$ cat config.mk
export PLATFORM = sky130hd
export DESIGN_NAME = serial_adder_ctrl
export DESIGN_NICKNAME = d
export VERILOG_FILES = /design/src/rtl/serial_pkg.sv /design/src/rtl/serial_fa_cell.sv /design/src/rtl/serial_adder_ctrl.sv
export SDC_FILE = /design/constraint.sdc
export NUM_CORES = 1
export LEC_CHECK = 0
export CAP_MARGIN = 20
export CORE_MARGIN = 3
export CORE_UTILIZATION = 46
export CTS_CLUSTER_DIAMETER = 150
export DETAILED_ROUTE_END_ITERATION = 8
export PLACE_DENSITY = 0.8
export SLEW_MARGIN = 40
export SYNTH_ARGS = -nofsm -noshare
export SYNTH_HDL_FRONTEND = slang
export SYNTH_SLANG_ARGS = --single-unit
$ cat constraint.sdc
create_clock -name clk -period 1.4 [get_ports clk]
set_input_delay 0.21 -clock clk [delete_from_list [all_inputs] [get_ports clk]]
set_output_delay 0.21 -clock clk [all_outputs]
set_load 0.03 [all_outputs]
$ cat src/rtl/serial_pkg.sv
// Shared types and helpers for the bit-serial adder controller.
// Latency: n/a (declarations only).
// Backpressure: n/a.
package serial_pkg;

    // Controller states; encodings are fixed so waveforms read the same across builds.
    typedef enum logic [1:0] {
        IDLE = 2'd0,
        RUN  = 2'd1,
        DONE = 2'd2
    } state_t;

    // Bit-counter width: enough to count 0..w-1, never narrower than one bit.
    function automatic int cnt_width(input int w);
        int cw;
        cw = $clog2(w);
        return (cw < 1) ? 1 : cw;
    endfunction

endpackage

$ cat src/rtl/serial_fa_cell.sv
// One-bit full adder assembled from two half-adder stages and a carry OR.
// Latency: purely combinational.
// Backpressure: none; evaluated every cycle by the controller.
module serial_fa_cell (
    input  logic x,
    input  logic y,
    input  logic cin,
    output logic s,
    output logic co
);

    logic w_s1;
    logic w_c1;
    logic w_c2;

    // First half adder: operand bits.
    assign w_s1 = x ^ y;
    assign w_c1 = x & y;

    // Second half adder: partial sum plus incoming carry.
    assign s    = w_s1 ^ cin;
    assign w_c2 = w_s1 & cin;

    // Either half adder may generate the carry, never both.
    assign co   = w_c1 | w_c2;

endmodule

$ cat src/rtl/serial_adder_ctrl.sv
// Sequences one full-adder cell over WIDTH-bit operands, LSB first, one bit per clock.
// Latency: start accepted at edge k -> done pulse in the cycle after edge k+WIDTH.
// Backpressure: start only honoured in IDLE/DONE; ignored (not queued) while busy.
module serial_adder_ctrl
    import serial_pkg::*;
#(
    parameter int WIDTH = 8   // legal range 1..32
) (
    input  logic             clk,
    input  logic             rst,
    input  logic             start,
    input  logic [WIDTH-1:0] a,
    input  logic [WIDTH-1:0] b,
    output logic             busy,
    output logic             done,
    output logic [WIDTH-1:0] sum,
    output logic             cout
);

    localparam int             CW       = cnt_width(WIDTH);
    localparam logic [CW-1:0]  LAST_BIT = CW'(WIDTH - 1);

    state_t           r_state;
    state_t           w_next;

    logic [WIDTH-1:0] r_sa;
    logic [WIDTH-1:0] r_sb;
    logic [WIDTH-1:0] r_acc;
    logic             r_carry;
    logic [CW-1:0]    r_cnt;
    logic [WIDTH-1:0] r_sum;
    logic             r_cout;

    logic             w_load;
    logic             w_step;
    logic             w_last;
    logic             w_s;
    logic             w_co;
    logic [WIDTH-1:0] w_acc_next;

    // The single add cell; the carry it consumes and produces is registered here.
    serial_fa_cell u_fa (
        .x   (r_sa[0]),
        .y   (r_sb[0]),
        .cin (r_carry),
        .s   (w_s),
        .co  (w_co)
    );

    // New sum bit enters at the MSB so after WIDTH steps bit 0 sits at the LSB.
    generate
        if (WIDTH == 1) begin : g_acc_w1
            assign w_acc_next = w_s;
        end else begin : g_acc_wn
            assign w_acc_next = {w_s, r_acc[WIDTH-1:1]};
        end
    endgenerate

    // State register.
    always_ff @(posedge clk or posedge rst) begin
        if (rst) begin
            r_state <= IDLE;
        end else begin
            r_state <= w_next;
        end
    end

    // Next-state decode plus status outputs; start only looked at outside RUN.
    always_comb begin
        w_next = r_state;
        w_load = 1'b0;
        w_step = 1'b0;
        w_last = 1'b0;
        busy   = 1'b0;
        done   = 1'b0;
        case (r_state)
            IDLE: begin
                if (start) begin
                    w_load = 1'b1;
                    w_next = RUN;
                end
            end
            RUN: begin
                busy   = 1'b1;
                w_step = 1'b1;
                if (r_cnt == LAST_BIT) begin
                    w_last = 1'b1;
                    w_next = DONE;
                end
            end
            DONE: begin
                done = 1'b1;
                // Back-to-back: a new request skips IDLE entirely.
                if (start) begin
                    w_load = 1'b1;
                    w_next = RUN;
                end else begin
                    w_next = IDLE;
                end
            end
            default: begin
                w_next = IDLE;
            end
        endcase
    end

    // Operand shifters, carry, accumulator and bit counter.
    always_ff @(posedge clk or posedge rst) begin
        if (rst) begin
            r_sa    <= '0;
            r_sb    <= '0;
            r_acc   <= '0;
            r_carry <= 1'b0;
            r_cnt   <= '0;
        end else if (w_load) begin
            r_sa    <= a;
            r_sb    <= b;
            r_acc   <= '0;
            r_carry <= 1'b0;
            r_cnt   <= '0;
        end else if (w_step) begin
            r_sa    <= r_sa >> 1;
            r_sb    <= r_sb >> 1;
            r_acc   <= w_acc_next;
            r_carry <= w_co;
            r_cnt   <= r_cnt + 1'b1;
        end
    end

    // Result registers only move on the final bit, so sum/cout hold between operations.
    always_ff @(posedge clk or posedge rst) begin
        if (rst) begin
            r_sum  <= '0;
            r_cout <= 1'b0;
        end else if (w_step && w_last) begin
            r_sum  <= w_acc_next;
            r_cout <= w_co;
        end
    end

    assign sum  = r_sum;
    assign cout = r_cout;

endmodule
==> results.md <==
* Routability congestion estimate at 0.796
* Residual DRC count at 0
* Syn nets at ~150
* Num rows at 20
* Reg2Reg Depth at 4
* Minimum clock period at 1.38 ns
* WL final at between 3000 and 4000 um
* Final hold slack at 0.216 ns
* Worst VDD drop at 1.08 mV
* CTS max path bufs at 2
* Worst rel slew slack at 79.6%
* Max Clock Freq at 0.724 GHz
* Finished Cell Area at 2180 um2
* Reg2reg setup slack at 0.04 ns
* CTS tree: yes
* Via density at 5.21
* Fill count at roughly 270
* Maximum cell stage delay along the critical path at 0.42 ns
* Die Wd at between 60 and 70 um
* R2r startpoint: r_cnt[0]
* Clock Sinks at 38
* Layout Utilization at 68.2%
* Synthesized netlist cell count at about 130
* Clock Skews at 0.0176 ns
* Status: finished clean
* Buffers & Inverters on Critical Path at 2
* Grt ovf at 0
* Maxcap violations at 0
* Critical path arrival at approximately 1.2 ns
* Area Overhead vs Synth at 34.1%
* Total GRT Usage at 15.9%
* Max FO, Critical Path at 4
* Drt wl/cell at between 10 and 15 um
* Die Ht at 65.5 um
* Root buffer cell: clkbuf_4
* Clk slew on worst S/H paths at 0.12 ns
* Final Max Slew Viols at 0
* Htree depth at 2
* Worst path slowest cell: dfrtp_1
* Syn avg cell area at 13.0 um2
* RSZ-0062 raised after global routing: true
* Worst setup path class: reg2out
* ANT nets after route at 0
* Die area at ~4300 um2
* DR pass1 iterations at 4
* FF+latch count, synth at 38
* Leakage power total at approximately 1.1 nW
* IO Pins at 30
* Initial antenna violation count at 0
* Most frequent cells in the layout: dfrtp_1 (37), clkdlybuf4s50_1 (18), inv_1 (16)
* Period utilization at 98.7%
* Overall Power at slightly below 5 mW
* Seq. cell area at 952 um2
* Critical Path Start Type: register
* Number of global-route vias before repair at ~1,100
* Power Dens Cells at 2240 nW/um2
* Latest clock arrival within the worst-skew pair at between 0.3 and 0.4 ns
* Slew @ Worst Pin at 0.307 ns
* Total CTS buffers at 5
* Reg2reg end: cout
* Vias at 1,131
* Hold crit path type: in2async
* Setup violators final at 0
* Placed wire-length estimate at about 2000 um
* CP required at 1.19 ns
* Share of post-route cells with drive strength above 1 at 27.2%
* Multi-input gate area at 584 um2
* Crit. End Element: output port
* Worst path top cell family by delay: flip-flops
* DRT iter0 DRCs at 43
* Fin. Hold Viols at 0
* Post-DP Area at between 2000 and 2500 um2
* Initial Util at 50.9%
* Most common cell after layout, fill and taps aside: dfrtp_1
* Cells along the critical path: buf_6 -> nor2b_1 -> buf_4
* Buffers added on ports at 29
* Total core area at 3200 um2
* Global-route wire length before repair at 5110 um
* N_diodes at 0
* Synth warn at 0
* Largest net degree at the start of global routing at 39
* Post-Syn Area at 1630 um2
* Synth unique cells at 20
* Layout Nets at 195
* Register area share after synthesis at 58.4%
metrics by stage:
stage / std cells / TNS, ns / worst slack [ns]
2_1_floorplan: 125 / 0 / 0.0558
3_3_place_gp: 202 / -0.516 / -0.0299
3_5_place_dp: 202 / -1.12 / -0.103
4_1_cts: 209 / -0.00157 / -0.00157
5_1_grt: 217 / -0.128 / -0.0239
6_report: 217 / 0 / 0.0186
cell usage after synthesis (all sizes together):
cell type	n	area share, %
ha	2	1.5
nand2b	2	1.2
a22o	12	6.5
mux2	13	11
buf	6	2.7
a21oi	14	4.3
dfrtp	38	58
a21o	1	0.54
o22ai	14	5.4
nand2	1	1.2
nor2	1	0.23
o21ai	1	0.31
nor2b	2	0.77
inv	17	4.7
fa	1	1.2
worst min-delay path, delay by kind of cell:
family | cells | cell delay [ns]
buffers and inverters | 3 | 0.73
power breakdown:
part | internal (mW) | switching (mW)
Sequential | 1.59 | 0.345
Combinational | 1.15 | 1.06
Clock | 0.416 | 0.348
Total | 3.16 | 1.75
flip-flops by register name, indices dropped and copies added, names as in the netlist:
name	flops
r_sb	8
r_cnt	3
r_state	2
cout	1
sum	8
r_acc	7
r_sa	8
r_carry	1
routing by layer:
metal / global-route usage (%) / wire, um / share of wire, %
met1: 21.2 / 1430 / 46
met2: 23.4 / 1420 / 46
met3: 6.50 / 203 / 6.6
met4: 5.18 / 32 / 1.0
met5: 0 / 0 / 0
worst max path at each step:
stage                     from      end  slack, ns  cells past startpoint
finish              r_state[1]     done       0.02                      3
CTS                 r_state[1]     done     -0.002                      3
global route        r_state[0]  r_sa[4]      -0.02                      4
floorplan             r_cnt[0]     cout       0.06                      4
global placement         start  r_sb[4]      -0.03                      5
detailed placement       start  r_sa[4]      -0.10                      5
final cells by class:
cell class | instances | share of cell area [%]
inverter | 17 | 3.49
clock buffer | 6 | 2.35
timing repair buffer | 46 | 19.9
multi-input combinational | 65 | 26.7
clock inverter | 1 | 1.37
tap | 44 | 2.52
sequential | 38 | 43.6
logic make-up after synthesis:
| logic type | after synthesis | synth area share, % |
|---|---|---|
| simple gates | 6 | 3.46 |
| buf+inv | 23 | 7.37 |
| flops | 38 | 58.4 |
| mux | 13 | 11.1 |
| compound gates | 42 | 17.0 |
| fa+ha+maj | 3 | 2.76 |
repair_timing:
item,CTS,global route
hold buffers,0,0
gates cloned,0,1
pin swaps,0,1
buffers inserted,0,7
resized for setup,11,5
endpoints found under the setup margin,21,13
No activity file was read; power rests on OpenSTA's default activity.
